$ cat src/rtl/gfx_cmd_pkg.sv
// gfx_cmd_pkg
// Shared definitions for the graphics command path: the instruction word
// width and field layout, opcode values, the default inter-byte timeout,
// and the state type used by the UART command assembler.
package gfx_cmd_pkg;

  localparam int CMD_WIDTH = 24;

  // Field layout of an instruction word
  localparam int OPCODE_MSB = 23;
  localparam int OPCODE_LSB = 20;
  localparam int COLOUR_MSB = 19;
  localparam int COLOUR_LSB = 17;
  localparam int ADDR_MSB   = 16;
  localparam int ADDR_LSB   = 0;

  localparam logic [3:0] OP_ECHO   = 4'd1;
  localparam logic [3:0] OP_PUT    = 4'd2;
  localparam logic [3:0] OP_STREAM = 4'd3;
  localparam logic [3:0] OP_CLEAR  = 4'd4;

  // 5 ms at 100 MHz between bytes of one frame
  localparam int DEFAULT_TIMEOUT_CYCLES = 500_000;

  typedef struct packed {
    logic [3:0]  opcode;
    logic [2:0]  colour;
    logic [16:0] addr;
  } gfx_cmd_t;

  typedef enum logic {
    ST_COLLECT = 1'b0,
    ST_RECOVER = 1'b1
  } asm_state_t;

  function automatic logic [3:0] cmdOpcode(input logic [CMD_WIDTH-1:0] word);
    return word[OPCODE_MSB:OPCODE_LSB];
  endfunction

endpackage

$ cat src/rtl/cmd_fifo.sv
// cmd_fifo
// Synchronous first-word-fall-through queue for instruction words.
// A push while full is accepted when a pop happens in the same cycle.
// While empty, o_Data keeps showing the last head word so the consumer
// side never sees stale memory contents.
//
// Ports:
//   i_Clk, i_Rst   clock, synchronous active-high reset
//   i_Clear        synchronous clear of all queued words
//   i_Push         write i_PushData (dropped if full and no pop)
//   i_Pop          remove the head word (ignored while empty)
//   o_Data         head word, held while empty
//   o_Full/o_Empty occupancy flags
module cmd_fifo
  import gfx_cmd_pkg::*;
#(
  parameter int WIDTH = CMD_WIDTH,
  parameter int DEPTH = 4
) (
  input  logic             i_Clk,
  input  logic             i_Rst,
  input  logic             i_Clear,
  input  logic             i_Push,
  input  logic [WIDTH-1:0] i_PushData,
  input  logic             i_Pop,
  output logic [WIDTH-1:0] o_Data,
  output logic             o_Full,
  output logic             o_Empty
);

  localparam int AW = $clog2(DEPTH);

  logic [WIDTH-1:0] r_mem [DEPTH];
  logic [AW-1:0]    r_wrPtr;
  logic [AW-1:0]    r_rdPtr;
  logic [AW:0]      r_count;
  logic [WIDTH-1:0] r_hold;

  logic w_full;
  logic w_empty;
  logic w_doPop;
  logic w_doPush;

  assign w_full   = (r_count == (AW+1)'(DEPTH));
  assign w_empty  = (r_count == '0);
  assign w_doPop  = i_Pop && !w_empty;
  assign w_doPush = i_Push && (!w_full || w_doPop);

  assign o_Full  = w_full;
  assign o_Empty = w_empty;
  assign o_Data  = w_empty ? r_hold : r_mem[r_rdPtr];

  // Storage array; no reset needed since occupancy tracks valid entries
  always_ff @(posedge i_Clk) begin
    if (!i_Rst && !i_Clear && w_doPush) begin
      r_mem[r_wrPtr] <= i_PushData;
    end
  end

  // Pointers, occupancy and the held head word. Pointers wrap naturally
  // because DEPTH is a power of two.
  always_ff @(posedge i_Clk) begin
    if (i_Rst) begin
      r_wrPtr <= '0;
      r_rdPtr <= '0;
      r_count <= '0;
      r_hold  <= '0;
    end else begin
      if (!w_empty) begin
        r_hold <= r_mem[r_rdPtr];
      end
      if (i_Clear) begin
        r_wrPtr <= '0;
        r_rdPtr <= '0;
        r_count <= '0;
      end else begin
        if (w_doPush) begin
          r_wrPtr <= r_wrPtr + 1'b1;
        end
        if (w_doPop) begin
          r_rdPtr <= r_rdPtr + 1'b1;
        end
        case ({w_doPush, w_doPop})
          2'b10:   r_count <= r_count + 1'b1;
          2'b01:   r_count <= r_count - 1'b1;
          default: r_count <= r_count;
        endcase
      end
    end
  end

endmodule

$ cat src/rtl/uart_cmd_assembler.sv
// uart_cmd_assembler
// Packs bytes from the UART receiver into instruction words (first byte in
// the most significant position) and queues complete words for the
// graphics executor. A partial frame is discarded on an inter-byte timeout
// or on a receiver error; in both cases the receiver is reset with a
// one-cycle low pulse on o_RxResetN. A full queue only drops the word.
//
// Ports:
//   i_Clk, i_Rst      clock, synchronous active-high reset
//   i_RxData/Ready    received byte and its one-cycle strobe
//   i_RxError         receiver framing error
//   o_RxEnable        receiver enable (high once out of reset)
//   o_RxResetN        active-low receiver reset
//   i_Flush           clear partial frame and queue, counters kept
//   o_CmdData/Valid   head-of-queue word, queue not empty
//   i_CmdReady        consumer accepts head word
//   o_PartialBusy     a frame is partially collected
//   o_DropCount       words lost to a full queue (saturating)
//   o_TimeoutCount    partial frames lost to timeout (saturating)
//   o_ErrorCount      partial frames lost to receiver error (saturating)
module uart_cmd_assembler
  import gfx_cmd_pkg::*;
#(
  parameter int CMD_BYTES      = CMD_WIDTH / 8,
  parameter int FIFO_DEPTH     = 4,
  parameter int TIMEOUT_CYCLES = DEFAULT_TIMEOUT_CYCLES,
  parameter int CNT_WIDTH      = 8
) (
  input  logic                   i_Clk,
  input  logic                   i_Rst,
  input  logic [7:0]             i_RxData,
  input  logic                   i_RxReady,
  input  logic                   i_RxError,
  output logic                   o_RxEnable,
  output logic                   o_RxResetN,
  input  logic                   i_Flush,
  output logic [8*CMD_BYTES-1:0] o_CmdData,
  output logic                   o_CmdValid,
  input  logic                   i_CmdReady,
  output logic                   o_PartialBusy,
  output logic [CNT_WIDTH-1:0]   o_DropCount,
  output logic [CNT_WIDTH-1:0]   o_TimeoutCount,
  output logic [CNT_WIDTH-1:0]   o_ErrorCount
);

  localparam int WORD_W  = 8 * CMD_BYTES;
  localparam int SHIFT_W = 8 * (CMD_BYTES - 1);
  localparam int IDX_W   = $clog2(CMD_BYTES);
  localparam int TIMER_W = $clog2(TIMEOUT_CYCLES);

  localparam logic [IDX_W-1:0]   IDX_LAST   = IDX_W'(CMD_BYTES - 1);
  // The idle cycle seen with the timer at this value is the one that
  // takes it to TIMEOUT_CYCLES-1, so the frame is dropped on that cycle.
  localparam logic [TIMER_W-1:0] TIMER_LAST = TIMER_W'(TIMEOUT_CYCLES - 2);

  asm_state_t         r_state;
  logic [IDX_W-1:0]   r_byteIdx;
  logic [TIMER_W-1:0] r_timer;
  logic [SHIFT_W-1:0] r_shift;
  logic               r_rxEnable;
  logic               r_rxResetN;
  logic [CNT_WIDTH-1:0] r_dropCount;
  logic [CNT_WIDTH-1:0] r_timeoutCount;
  logic [CNT_WIDTH-1:0] r_errorCount;

  logic              w_partialBusy;
  logic              w_timeout;
  logic              w_pushReq;
  logic              w_pop;
  logic              w_drop;
  logic [WORD_W-1:0] w_word;
  logic              w_fifoFull;
  logic              w_fifoEmpty;

  assign w_partialBusy = (r_byteIdx != '0);
  assign w_timeout     = w_partialBusy && !i_RxReady && (r_timer == TIMER_LAST);

  // The earlier bytes sit in the shift register; the last byte goes
  // straight into the word so it is pushed in the cycle it arrives.
  assign w_word    = {r_shift, i_RxData};
  assign w_pushReq = (r_state == ST_COLLECT) && !i_Flush && !i_RxError &&
                     i_RxReady && (r_byteIdx == IDX_LAST);
  assign w_pop     = i_CmdReady && !w_fifoEmpty;
  assign w_drop    = w_pushReq && w_fifoFull && !w_pop;

  cmd_fifo #(
    .WIDTH (WORD_W),
    .DEPTH (FIFO_DEPTH)
  ) u_fifo (
    .i_Clk      (i_Clk),
    .i_Rst      (i_Rst),
    .i_Clear    (i_Flush),
    .i_Push     (w_pushReq),
    .i_PushData (w_word),
    .i_Pop      (i_CmdReady),
    .o_Data     (o_CmdData),
    .o_Full     (w_fifoFull),
    .o_Empty    (w_fifoEmpty)
  );

  // Frame collection and recovery. Event priority inside COLLECT is
  // flush, receiver error, timeout, then byte capture. RECOVER lasts one
  // cycle with the receiver held in reset and all input bytes ignored.
  always_ff @(posedge i_Clk) begin
    if (i_Rst) begin
      r_state        <= ST_COLLECT;
      r_byteIdx      <= '0;
      r_timer        <= '0;
      r_shift        <= '0;
      r_rxEnable     <= 1'b0;
      r_rxResetN     <= 1'b0;
      r_dropCount    <= '0;
      r_timeoutCount <= '0;
      r_errorCount   <= '0;
    end else begin
      r_rxEnable <= 1'b1;
      r_rxResetN <= 1'b1;
      case (r_state)
        ST_RECOVER: begin
          r_state   <= ST_COLLECT;
          r_byteIdx <= '0;
          r_timer   <= '0;
        end
        ST_COLLECT: begin
          if (i_Flush) begin
            r_byteIdx <= '0;
            r_timer   <= '0;
          end else if (i_RxError) begin
            r_byteIdx  <= '0;
            r_timer    <= '0;
            r_state    <= ST_RECOVER;
            r_rxResetN <= 1'b0;
            if (r_errorCount != '1) begin
              r_errorCount <= r_errorCount + 1'b1;
            end
          end else if (w_timeout) begin
            r_byteIdx  <= '0;
            r_timer    <= '0;
            r_state    <= ST_RECOVER;
            r_rxResetN <= 1'b0;
            if (r_timeoutCount != '1) begin
              r_timeoutCount <= r_timeoutCount + 1'b1;
            end
          end else if (i_RxReady) begin
            r_shift <= SHIFT_W'({r_shift, i_RxData});
            r_timer <= '0;
            if (r_byteIdx == IDX_LAST) begin
              r_byteIdx <= '0;
              if (w_drop && (r_dropCount != '1)) begin
                r_dropCount <= r_dropCount + 1'b1;
              end
            end else begin
              r_byteIdx <= r_byteIdx + 1'b1;
            end
          end else if (w_partialBusy) begin
            r_timer <= r_timer + 1'b1;
          end
        end
        default: begin
          r_state <= ST_COLLECT;
        end
      endcase
    end
  end

  assign o_RxEnable     = r_rxEnable;
  assign o_RxResetN     = r_rxResetN;
  assign o_CmdValid     = !w_fifoEmpty;
  assign o_PartialBusy  = w_partialBusy;
  assign o_DropCount    = r_dropCount;
  assign o_TimeoutCount = r_timeoutCount;
  assign o_ErrorCount   = r_errorCount;

endmodule
$ cat config.mk
export PLATFORM = sky130hd
export DESIGN_NAME = uart_cmd_assembler
export DESIGN_NICKNAME = d
export VERILOG_FILES = /design/src/rtl/gfx_cmd_pkg.sv /design/src/rtl/cmd_fifo.sv /design/src/rtl/uart_cmd_assembler.sv
export SDC_FILE = /design/constraint.sdc
export NUM_CORES = 1
export LEC_CHECK = 0
export CELL_PAD_IN_SITES_DETAIL_PLACEMENT = 1
export CELL_PAD_IN_SITES_GLOBAL_PLACEMENT = 2
export CORE_UTILIZATION = 43
export CTS_CLUSTER_SIZE = 10
export DETAILED_ROUTE_END_ITERATION = 6
export PLACE_DENSITY_LB_ADDON = 0.1
export SYNTH_ARGS = -nofsm -noshare
export SYNTH_HDL_FRONTEND = slang
export SYNTH_SLANG_ARGS = --single-unit
$ cat constraint.sdc
create_clock -name i_Clk -period 4.64 [get_ports i_Clk]
set_clock_uncertainty 0.2 [all_clocks]
set_input_delay 0.464 -clock i_Clk [delete_from_list [all_inputs] [get_ports i_Clk]]
set_output_delay 0.464 -clock i_Clk [all_outputs]
set_load 0.005 [all_outputs]
==> results.rst, run 1 <==
.. list-table::
   :header-rows: 1

   * - Metric
     - Value
   * - Unrepaired setup endpoints after global routing
     - no
   * - Data required time at the worst endpoint
     - 3980 ps
   * - Row count
     - 48
   * - Clock period minus final worst setup slack
     - 3508 ps
   * - Max-slew violation count
     - 0
   * - Design area
     - 0.009184 mm^2
   * - Final net count
     - 681
   * - Avg Vias per Cell
     - 5.248
   * - Arrival time worst endpoint
     - 2840 ps
   * - Total number of H-tree levels
     - 4
   * - Placement Setup Slack
     - 1165 ps
   * - Half-perimeter wire length of the detailed placement result
     - 10,340 um
   * - Ys flop type
     - dfxtp_1
   * - Latest clock arrival within the worst-skew pair
     - 430 ps
   * - Share of flip-flops with an asynchronous set or reset
     - 0%
   * - Area of the die
     - 0.01856 mm^2
   * - Slowest cell on the critical path
     - or3_1
   * - Category of cells accounting for the largest share of critical-path delay
     - simple AND/OR/NAND/NOR gates
   * - Worst hold-check slack
     - 310.3 ps
   * - Class of the tightest hold or removal check
     - register to register
   * - Post-synthesis average cell area
     - 13.13 um^2
   * - Cell with the most instances after synthesis
     - dfxtp_1
   * - Switching power as a share of total power
     - 20.42%
   * - Internal power of the cells
     - 2.616 mW
   * - TritonCTS clock tree
     - built
   * - Overall routing resource usage
     - 18.70%
   * - Share of the clock period used by the worst path after layout
     - 75.60%
   * - Global-route wire length before repair
     - 25,900 um
   * - Vias in the first global route
     - 5,096
   * - CP Capture Type
     - output port
   * - Max transition margin
     - 34.22%
   * - End of the worst register-to-register path
     - u_fifo.r_count[2]
   * - CP bufs+invs
     - 2
   * - CP Cell Sequence
     - or3_1, buf_4, mux2_2, clkdlybuf4s50_1
   * - Top-Level Pins
     - 66
   * - Portion of the post-synthesis area used by sequential elements
     - 62.26%
   * - Critical path type
     - register to output port
   * - Number of buffers on the longest clock path
     - 2
   * - Clock sink count
     - 193
   * - Min-Delay Endpoint
     - r_shift[11]
   * - Number of flops mapped to enable cells by yosys
     - 96
   * - Peak clock frequency supported by timing
     - 285.1 MHz
   * - Clock slew seen by the registers of the worst setup and hold paths
     - 70 ps
   * - Non-filler cells in the finished layout
     - 896
   * - Layout overhead on the synthesized area
     - 18.52%
   * - Startpoint kind of the worst setup timing path
     - register
   * - Cell area after synthesis
     - 0.007749 mm^2
   * - Leading post-synthesis cells by instance count
     - 97 x dfxtp_1, 96 x edfxtp_1, 58 x nor2_1
   * - Number of max-cap violations
     - 0
   * - Congestion Overflow GR
     - 0
   * - Dpl cell area
     - 0.008603 mm^2
   * - Per-cell routed wire length
     - 17.65 um
   * - Yosys reg bits
     - 193
   * - CTS buffer count
     - 17
   * - Transition time at the pin with the least slew margin
     - 986.6 ps
   * - Number of endpoints with negative hold slack in the final report
     - 0
   * - Cell type with the highest aggregate area in the netlist
     - edfxtp_1
   * - Power density relative to cell area
     - 358.0 mW/mm^2
   * - Clock group share of total power
     - 43.7%
   * - DRT Pass-1 Iters
     - 4
   * - Switching power
     - 0.6713 mW
   * - Core box area
     - 0.01748 mm^2
   * - Sequential share of power
     - 54.5%
   * - Share of final-layout standard cells stronger than drive strength 1
     - 14.48%
   * - Delay of the slowest critical-path stage
     - 800 ps
   * - Startpoint of the lowest-slack hold path
     - r_shift[11]
   * - Total of buffers placed on input and output ports
     - 65
   * - Leading cell types by total area after synthesis
     - edfxtp_1 37%, dfxtp_1 25%, mux4_2 7.0%, mux2_2 3.6%, nor2_1 2.8%
   * - Synthesized Nets
     - 614
   * - Count of nets left with antenna violations after detail routing
     - 0
   * - Maximum number of pins on one net before global-route repair
     - 47
   * - Die extent in x
     - 136.2 um
   * - Count of cell types in the netlist
     - 57
   * - Crit Path Max Fanout
     - 22
   * - Setup WS post-layout
     - 1132 ps
   * - Reg-to-reg critical path startpoint
     - u_fifo.r_count[1]
   * - Worst Hold Depth
     - 2
   * - Final weighted congestion of routability-driven global placement
     - 0.7588
   * - Synth Warn #
     - 0
   * - Post-CTS setup repair buffer count
     - 0
   * - Slack of the worst reg-to-reg path
     - 1480 ps
   * - Post_cts resized
     - 0
   * - Total Routed Length
     - 15,810 um
   * - Die height
     - 136.2 um
   * - Number of antenna violations at the first check in global routing
     - 1
   * - Peak ir drop on the vdd network
     - 271.8 uV
   * - Number of cells on the worst reg-to-reg path
     - 7
   * - Drt drc
     - 0
   * - Status
     - complete, no violations
   * - Clock tree root driver cell
     - clkbuf_16
   * - Post-route total power
     - 3.288 mW
   * - Cell leakage power
     - 2.967 nW
   * - Placed Instances
     - 863
   * - Initial DRC count
     - 239
   * - Post-Syn Instances
     - 590
   * - Vias
     - 4,702
   * - Final setup vio count
     - 0
   * - Share of total power in combinational logic
     - 1.8%
   * - Starting density of the core
     - 44.34%
   * - Setup TNS
     - 0 ps
   * - Hold-fix buffers, CTS
     - 0
   * - Fraction of the core area covered by cells at the end of the flow
     - 52.55%
   * - Share of the synthesized area in the top cell type
     - 37.20%
-- registers in the layout, indices dropped and copies added, names as in the netlist, named ones only --
signal / count
o_DropCount: 8
o_ErrorCount: 8
o_RxEnable: 1
o_RxResetN: 1
o_TimeoutCount: 8
r_byteIdx: 2
r_shift: 16
r_state: 1
r_timer: 19
u_fifo.r_count: 3
u_fifo.r_hold: 24
u_fifo.r_mem: 96
u_fifo.r_rdPtr: 2
u_fifo.r_wrPtr: 2
-- routing by layer --
metal / vias to the layer above / global-route usage (%) / wire length [um]
met5: - / 0 / 0
met4: 0 / 6.296 / 194
met3: 16 / 5.257 / 574
met2: 62 / 32.97 / 8123
met1: 2350 / 21.69 / 6918
li1: 2274 / - / -
-- power by group through the flow --
stage | logic (mW) | registers, mW | clock network, mW
finish | 0.0596 | 1.79 | 1.44
global route | 0.0670 | 1.79 | 1.52
CTS | 0.0615 | 1.79 | 1.47
detailed placement | 0.0611 | 1.83 | 0
global placement | 0.0593 | 1.83 | 0
floorplan | 0.0315 | 1.83 | 0
-- worst min-delay path, cell delays in order, from the launching register on --
cell     delay [ps]
dfxtp_1         340
nand2_1          70
a21oi_1          60
-- how the worst max path moves through the flow --
stage	startpoint	endpoint	cells after the start
2_1_floorplan	i_Flush	u_fifo.r_mem[0][0]	4
3_3_place_gp	i_RxReady	u_fifo.r_count[2]	9
3_5_place_dp	i_RxReady	u_fifo.r_count[2]	9
4_1_cts	u_fifo.r_count[1]	o_CmdData[5]	4
5_1_grt	u_fifo.r_count[1]	o_CmdData[5]	4
6_report	u_fifo.r_count[1]	o_CmdData[5]	4
-- cells by family (layout without fill, tap and decap cells) --
kind of cell    Yosys count  count (layout)  synth area share [%]
compound gates           46              46                 3.924
mux                      53              53                 11.13
other cells               0               1                     0
fa+ha+maj                10              10                 1.712
buf+inv                  34             114                 2.212
simple gates            216             216                 14.47
flops                   193             193                 62.26
xor+xnor                 38              38                 4.295
-- placed cells by master, fill, tap and decap left out, drive strengths merged, types with 3 or more instances in the layout --
cell / instances
dfxtp: 97
edfxtp: 96
clkdlybuf4s50: 65
nor2: 59
nand2: 47
and2: 32
mux2: 25
mux4: 24
xnor2: 21
a21oi: 21
clkbuf: 20
nand3: 19
xor2: 17
nand4: 11
inv: 11
ha: 9
nor3: 9
and3: 8
buf: 8
o21ai: 5
clkinv: 5
mux2i: 4
nand2b: 4
nor4: 4
nor4b: 4
or3: 3
a31oi: 3
nor3b: 3
nor2b: 3
clkinvlp: 3
a211oi: 3
-- area by class of cell --
cell class | instances | area [um^2]
flip-flops and latches | 193 | 4825
well taps | 225 | 281.5
diodes | 1 | 2.502
clock buffers | 20 | 446.7
clock inverters | 12 | 131.4
inverters | 9 | 33.78
fillers | 1761 | 8293
multi-input cells | 363 | 2753
repair buffers | 73 | 710.7
Power figures use the tool's default switching activity.
==> run 2, diff against run 1 <==
--- a/config.mk
+++ b/config.mk
@@ -7,7 +7,7 @@
 export LEC_CHECK = 0
 export CELL_PAD_IN_SITES_DETAIL_PLACEMENT = 1
 export CELL_PAD_IN_SITES_GLOBAL_PLACEMENT = 2
-export CORE_UTILIZATION = 43
+export CORE_UTILIZATION = 40
 export CTS_CLUSTER_SIZE = 10
 export DETAILED_ROUTE_END_ITERATION = 6
 export PLACE_DENSITY_LB_ADDON = 0.1
==> constraint.sdc (replaced) <==
create_clock -name i_Clk -period 3.6 [get_ports i_Clk]
set_clock_uncertainty 0.2 [all_clocks]
set_input_delay 0.36 -clock i_Clk [delete_from_list [all_inputs] [get_ports i_Clk]]
set_output_delay 0.36 -clock i_Clk [all_outputs]
set_load 0.005 [all_outputs]
==> run 2 against run 1 <==
Non-clock buffer count rose by 3. Routed wire length grew 3.1%. Critical path depth is the same. Combinational power is 33% higher. Utilization shrank 3.3 points. Hold slack better by 11 ps. Sequential share of layout area decreased by 0.51 points. Sequential cell count is the same. Cell count up 4.1%.
==> results.rst, run 2 (synthesized netlist as in run 1, its figures left out) <==
.. list-table::
   :header-rows: 1

   * - Metric
     - Value
   * - Area of the die
     - 0.01993 mm^2
   * - Largest register FFs
     - 96
   * - Number of endpoints with negative hold slack in the final report
     - 0
   * - Vias in the first global route
     - 5,129
   * - Die height
     - 141.2 um
   * - Diode insertion count for antenna repair
     - 0
   * - Final net count
     - 684
   * - Starting density of the core
     - 41.15%
   * - Peak clock frequency supported by timing
     - 323.2 MHz
   * - Maximum number of pins on one net before global-route repair
     - 47
   * - Commonest non-fill, non-tap cell in the layout
     - dfxtp_1
   * - Share of final-layout standard cells stronger than drive strength 1
     - 15.16%
   * - Peak ir drop on the vdd network
     - 328.9 uV
   * - Max transition margin
     - 41.50%
   * - Number of cells on the worst reg-to-reg path
     - 5
   * - Clock period minus final worst setup slack
     - 3094 ps
   * - Number of antenna violations at the first check in global routing
     - 0
   * - Total number of H-tree levels
     - 4
   * - Number of max-cap violations
     - 0
   * - Clock slew seen by the registers of the worst setup and hold paths
     - 70 ps
   * - Final setup vio count
     - 0
   * - Non-filler cells in the finished layout
     - 933
   * - Share of the clock period used by the worst path after layout
     - 85.96%
   * - Congestion Overflow GR
     - 0
   * - Capturing instance or port of the critical path
     - o_CmdData[9]
   * - Unrepaired setup endpoints after global routing
     - no
   * - Avg Vias per Cell
     - 5.072
   * - CTS buffer count
     - 17
   * - Total Routed Length
     - 16,300 um
   * - Latest clock arrival within the worst-skew pair
     - 430 ps
   * - Initial DRC count
     - 184
   * - Clock sink count
     - 193
   * - Layout overhead on the synthesized area
     - 19.68%
   * - Top-Level Pins
     - 66
   * - Slack of the worst reg-to-reg path
     - 1060 ps
   * - Clock tree root driver cell
     - clkbuf_16
   * - Slowest cell on the critical path
     - mux4_2
   * - Number of buffers on the longest clock path
     - 2
   * - DRT Pass-1 Iters
     - 4
   * - Biggest registers after layout
     - u_fifo.r_mem x96, u_fifo.r_hold x24, r_timer x19
   * - Final weighted congestion of routability-driven global placement
     - 0.7588
   * - Half-perimeter wire length of the detailed placement result
     - 10,420 um
   * - Vias
     - 4,732
   * - Critical path type
     - register to output port
   * - CP Capture Type
     - output port
   * - Placement Setup Slack
     - 705.3 ps
   * - Power density relative to cell area
     - 466.4 mW/mm^2
   * - Arrival time worst endpoint
     - 2530 ps
   * - Overall routing resource usage
     - 17.81%
   * - Post-CTS setup repair buffer count
     - 0
   * - Delay of the slowest critical-path stage
     - 610 ps
   * - Core box area
     - 0.01883 mm^2
   * - Row count
     - 50
   * - Status
     - complete, no violations
   * - Drt drc
     - 0
   * - End of the worst register-to-register path
     - r_timer[1]
   * - Placed Instances
     - 901
   * - Cell leakage power
     - 3.004 nW
   * - Most frequent cells in the layout
     - 97 x dfxtp_1, 96 x edfxtp_1, 65 x clkdlybuf4s50_1
   * - Startpoint kind of the worst setup timing path
     - register
   * - CP Cell Sequence
     - buf_4, mux4_2, mux2_2, clkdlybuf4s50_1
   * - Die extent in x
     - 141.2 um
   * - Total of buffers placed on input and output ports
     - 65
   * - Global-route wire length before repair
     - 26,810 um
   * - Startpoint of the lowest-slack hold path
     - r_shift[6]
   * - Top register by number of flip-flops
     - u_fifo.r_mem
   * - Post_cts resized
     - 0
   * - Setup TNS
     - 0 ps
   * - Hold-fix buffers, CTS
     - 0
   * - Transition time at the pin with the least slew margin
     - 876.6 ps
   * - Data required time at the worst endpoint
     - 3040 ps
   * - Class of the tightest hold or removal check
     - register to register
   * - Crit Path Max Fanout
     - 24
   * - Per-cell routed wire length
     - 17.47 um
   * - Reg-to-reg critical path startpoint
     - r_byteIdx[0]
   * - Setup WS post-layout
     - 505.5 ps
   * - TritonCTS clock tree
     - built
   * - Count of nets left with antenna violations after detail routing
     - 0
   * - Max-slew violation count
     - 0
   * - Fraction of the core area covered by cells at the end of the flow
     - 49.25%
[run 2: cell types whose count changed in the layout (fill, tap and decap cells not counted), sizes merged]
cell | previous run | this run
inv | 11 | 15
buf | 8 | 11
clkinv | 5 | 3
clkinvlp | 3 | 1
diode | 1 | 0
[run 2: layout make-up]
class                      instances  area, um^2
fill                            1945        9557
sequential                       193        4825
multi-input combinational        363        2753
timing repair buffer              76       733.2
clock buffer                      20       456.7
tap                              260       325.3
clock inverter                    12       147.6
inverter                           9       33.78
[run 2: worst min path at each step]
stage / slack (ps) / to / cells after the start
2_1_floorplan: 260 / u_fifo.r_mem[0][0] / 0
3_3_place_gp: 280 / r_timer[18] / 2
3_5_place_dp: 300 / u_fifo.r_mem[2][16] / 0
4_1_cts: 320 / u_fifo.r_mem[1][18] / 0
5_1_grt: 330 / u_fifo.r_mem[1][18] / 0
6_report: 320 / r_shift[6] / 2
[run 2: worst max-delay path: cells and delay by family (launching register included)]
family / cells / cell delay (ps)
muxes: 2 / 900
buffers and inverters: 2 / 880
DFF: 1 / 310
[run 2: routing by layer]
layer / up-vias / track usage (%) / part of all wire (%)
met1: 2380 / 20.63 / 42
met3: 15 / 5.095 / 3.9
li1: 2269 / - / -
met5: - / 0 / 0
met2: 68 / 32.07 / 53
met4: 0 / 4.691 / 0.96
[run 2: report_power, final]
group	switching (mW)	internal [mW]
registers	0.00780	2.30
logic	0.0483	0.0308
clock network	0.858	1.08
[run 2: per-stage QoR]
stage          area (um^2)  power [mW]  hold slack [ps]
3_3_place_gp          8670       2.436            283.5
4_1_cts               9274       4.382            321.2
6_report              9274       4.325            321.7
2_1_floorplan         7749       2.396            258.9
3_5_place_dp          8670       2.439            304.6
5_1_grt               9274       4.480            330.6
==> run 3, diff against run 2 <==
--- a/config.mk
+++ b/config.mk
@@ -7,6 +7,7 @@
 export LEC_CHECK = 0
 export CELL_PAD_IN_SITES_DETAIL_PLACEMENT = 1
 export CELL_PAD_IN_SITES_GLOBAL_PLACEMENT = 2
+export CORE_MARGIN = 2
 export CORE_UTILIZATION = 40
 export CTS_CLUSTER_SIZE = 10
 export DETAILED_ROUTE_END_ITERATION = 6
==> run 3 against run 2 <==
Register-to-register slack is essentially flat. Maximum frequency shrank 0.75%. Sequential share of layout area grew 0.25 points. Via count grew 1.0%. Power shrank 3.7%. Critical path depth is the same. Cell area shrank 0.49%. Largest cell class unchanged.
==> results.rst, run 3 (synthesized netlist as in run 1, its figures left out) <==
.. list-table::
   :header-rows: 1

   * - Metric
     - Value
   * - Category of cells accounting for the largest share of critical-path delay
     - multiplexers
   * - DRT Pass-1 Iters
     - 4
   * - Starting density of the core
     - 41.15%
   * - Layout overhead on the synthesized area
     - 19.10%
   * - Setup TNS
     - 0 ps
   * - Max-slew violation count
     - 0
   * - End of the worst register-to-register path
     - r_timer[1]
   * - Drt drc
     - 0
   * - Cell leakage power
     - 2.972 nW
   * - Crit Path Max Fanout
     - 24
   * - Half-perimeter wire length of the detailed placement result
     - 10,620 um
   * - Unrepaired setup endpoints after global routing
     - no
   * - Post-route total power
     - 4.165 mW
   * - Count of nets left with antenna violations after detail routing
     - 0
   * - Startpoint of the lowest-slack hold path
     - o_DropCount[1]
   * - Avg Vias per Cell
     - 5.124
   * - Worst Hold Depth
     - 2
   * - Area of the die
     - 0.02050 mm^2
   * - Final net count
     - 685
   * - CTS buffer count
     - 17
   * - CP bufs+invs
     - 2
   * - Die extent in x
     - 143.2 um
   * - Most frequent cells in the layout
     - 97 x dfxtp_1, 96 x edfxtp_1, 65 x clkdlybuf4s50_1
   * - Final setup vio count
     - 0
   * - Met2 WL post-DR
     - 8777 um
   * - Arrival time worst endpoint
     - 2560 ps
   * - Number of buffers on the longest clock path
     - 2
   * - Slowest cell on the critical path
     - mux4_2
   * - Startpoint kind of the worst setup timing path
     - register
   * - Post_cts resized
     - 0
   * - Commonest non-fill, non-tap cell in the layout
     - dfxtp_1
   * - Number of endpoints with negative hold slack in the final report
     - 0
   * - Latest clock arrival within the worst-skew pair
     - 430 ps
   * - Transition time at the pin with the least slew margin
     - 950.8 ps
   * - Clock tree root driver cell
     - clkbuf_16
   * - Hold-fix buffers, CTS
     - 0
   * - Maximum number of pins on one net before global-route repair
     - 29
   * - Biggest registers after layout
     - u_fifo.r_mem x96, u_fifo.r_hold x24, r_timer x19
   * - Initial DRC count
     - 180
   * - Non-filler cells in the finished layout
     - 933
   * - Filler instances
     - 1,933
   * - CP Capture Type
     - output port
   * - Clock sink count
     - 193
   * - Peak ir drop on the vdd network
     - 287.6 uV
   * - TritonCTS clock tree
     - built
   * - Share of final-layout standard cells stronger than drive strength 1
     - 14.86%
   * - Min-Delay Endpoint
     - o_DropCount[1]
   * - Number of cells on the worst reg-to-reg path
     - 5
   * - Core box area
     - 0.01883 mm^2
   * - Total of buffers placed on input and output ports
     - 65
   * - Overall routing resource usage
     - 17.17%
   * - Top-Level Pins
     - 66
   * - Total number of H-tree levels
     - 4
   * - Setup WS post-layout
     - 482.0 ps
   * - Power density relative to cell area
     - 451.3 mW/mm^2
   * - Peak clock frequency supported by timing
     - 320.7 MHz
   * - Max transition margin
     - 36.54%
   * - Uppermost signal routing layer after detailed routing
     - met5
   * - Diode insertion count for antenna repair
     - 0
   * - Largest register FFs
     - 96
   * - Critical path type
     - register to output port
   * - Routed wl met3
     - 534 um
   * - Length of routed wiring on met1
     - 6705 um
   * - Status
     - complete, no violations
   * - Delay of the slowest critical-path stage
     - 620 ps
   * - Die height
     - 143.2 um
   * - Number of antenna violations at the first check in global routing
     - 1
   * - Top register by number of flip-flops
     - u_fifo.r_mem
   * - Congestion Overflow GR
     - 0
   * - Vias
     - 4,781
   * - Number of max-cap violations
     - 0
   * - Vias in the first global route
     - 5,139
   * - Row count
     - 50
   * - Per-cell routed wire length
     - 17.43 um
   * - Total Routed Length
     - 16,260 um
   * - Clock slew seen by the registers of the worst setup and hold paths
     - 70 ps
   * - Clock period minus final worst setup slack
     - 3118 ps
   * - Reg-to-reg critical path startpoint
     - r_byteIdx[0]
   * - CP Cell Sequence
     - buf_4, mux4_2, mux2_2, clkdlybuf4s50_1
   * - Data required time at the worst endpoint
     - 3040 ps
   * - Placement Setup Slack
     - 661.9 ps
   * - Share of the clock period used by the worst path after layout
     - 86.61%
   * - Placed Instances
     - 902
   * - Post-CTS setup repair buffer count
     - 0
   * - Global-route wire length before repair
     - 26,630 um
   * - Class of the tightest hold or removal check
     - register to register
   * - Final weighted congestion of routability-driven global placement
     - 0.7736
   * - Slack of the worst reg-to-reg path
     - 1050 ps
## run 3: cell count changes in the layout (fill, tap and decap cells not counted), sizes merged
cell	before	now
bufinv	2	1
inv	15	11
clkinv	3	7
clkbuf	20	18
clkinvlp	1	3
buf	11	12
## run 3: worst reg2reg max path: stages, from the launching register on
cell      delay, ps
dfxtp_1         350
or2_0           490
nand4b_4        270
nor2_2           70
or4_1           760
a211oi_2        320
## run 3: final cells by class
class / count / area (um^2) / area share, %
flip-flops and latches: 193 / 4825 / 52.28
multi-input cells: 363 / 2753 / 29.83
repair buffers: 77 / 740.7 / 8.026
clock buffers: 18 / 439.2 / 4.759
well taps: 260 / 325.3 / 3.525
clock inverters: 13 / 112.6 / 1.220
inverters: 9 / 33.78 / 0.3661
## run 3: metrics by stage
step | cell area [um^2] | util, % | hold slack, ps
floorplan | 7749 | - | 258.9
global placement | 8677 | 46.08 | 283.1
detailed placement | 8677 | 46.08 | 294.1
CTS | 9229 | 49.01 | 304.5
global route | 9229 | 49.01 | 337.0
finish | 9229 | 49.01 | 301.3
## run 3: per-layer routing
layer,global-route usage [%],vias to the layer above
met5,0,-
met4,5.003,2
met3,4.795,24
met2,31.53,65
met1,19.37,2412
li1,-,2278
## run 3: worst max path at each step
stage,start,to,slack (ps),depth (start not counted)
3_3_place_gp,i_RxReady,u_fifo.r_count[2],770,9
4_1_cts,register,o_CmdData[11],420,4
5_1_grt,register,o_CmdData[11],350,4
6_report,register,o_CmdData[11],480,4
2_1_floorplan,u_fifo.r_count[1],u_fifo.r_count[2],1110,9
3_5_place_dp,i_RxReady,u_fifo.r_mem[3][6],660,7
## run 3: power by group
| group | leakage, nW | switching (mW) | internal, mW | total (mW) |
|---|---|---|---|---|
| logic | 1.12 | 0.0494 | 0.0315 | 0.0809 |
| registers | 1.59 | 0.00816 | 2.30 | 2.31 |
| clock network | 0.261 | 0.810 | 0.966 | 1.78 |
| total | 2.97 | 0.867 | 3.30 | 4.16 |
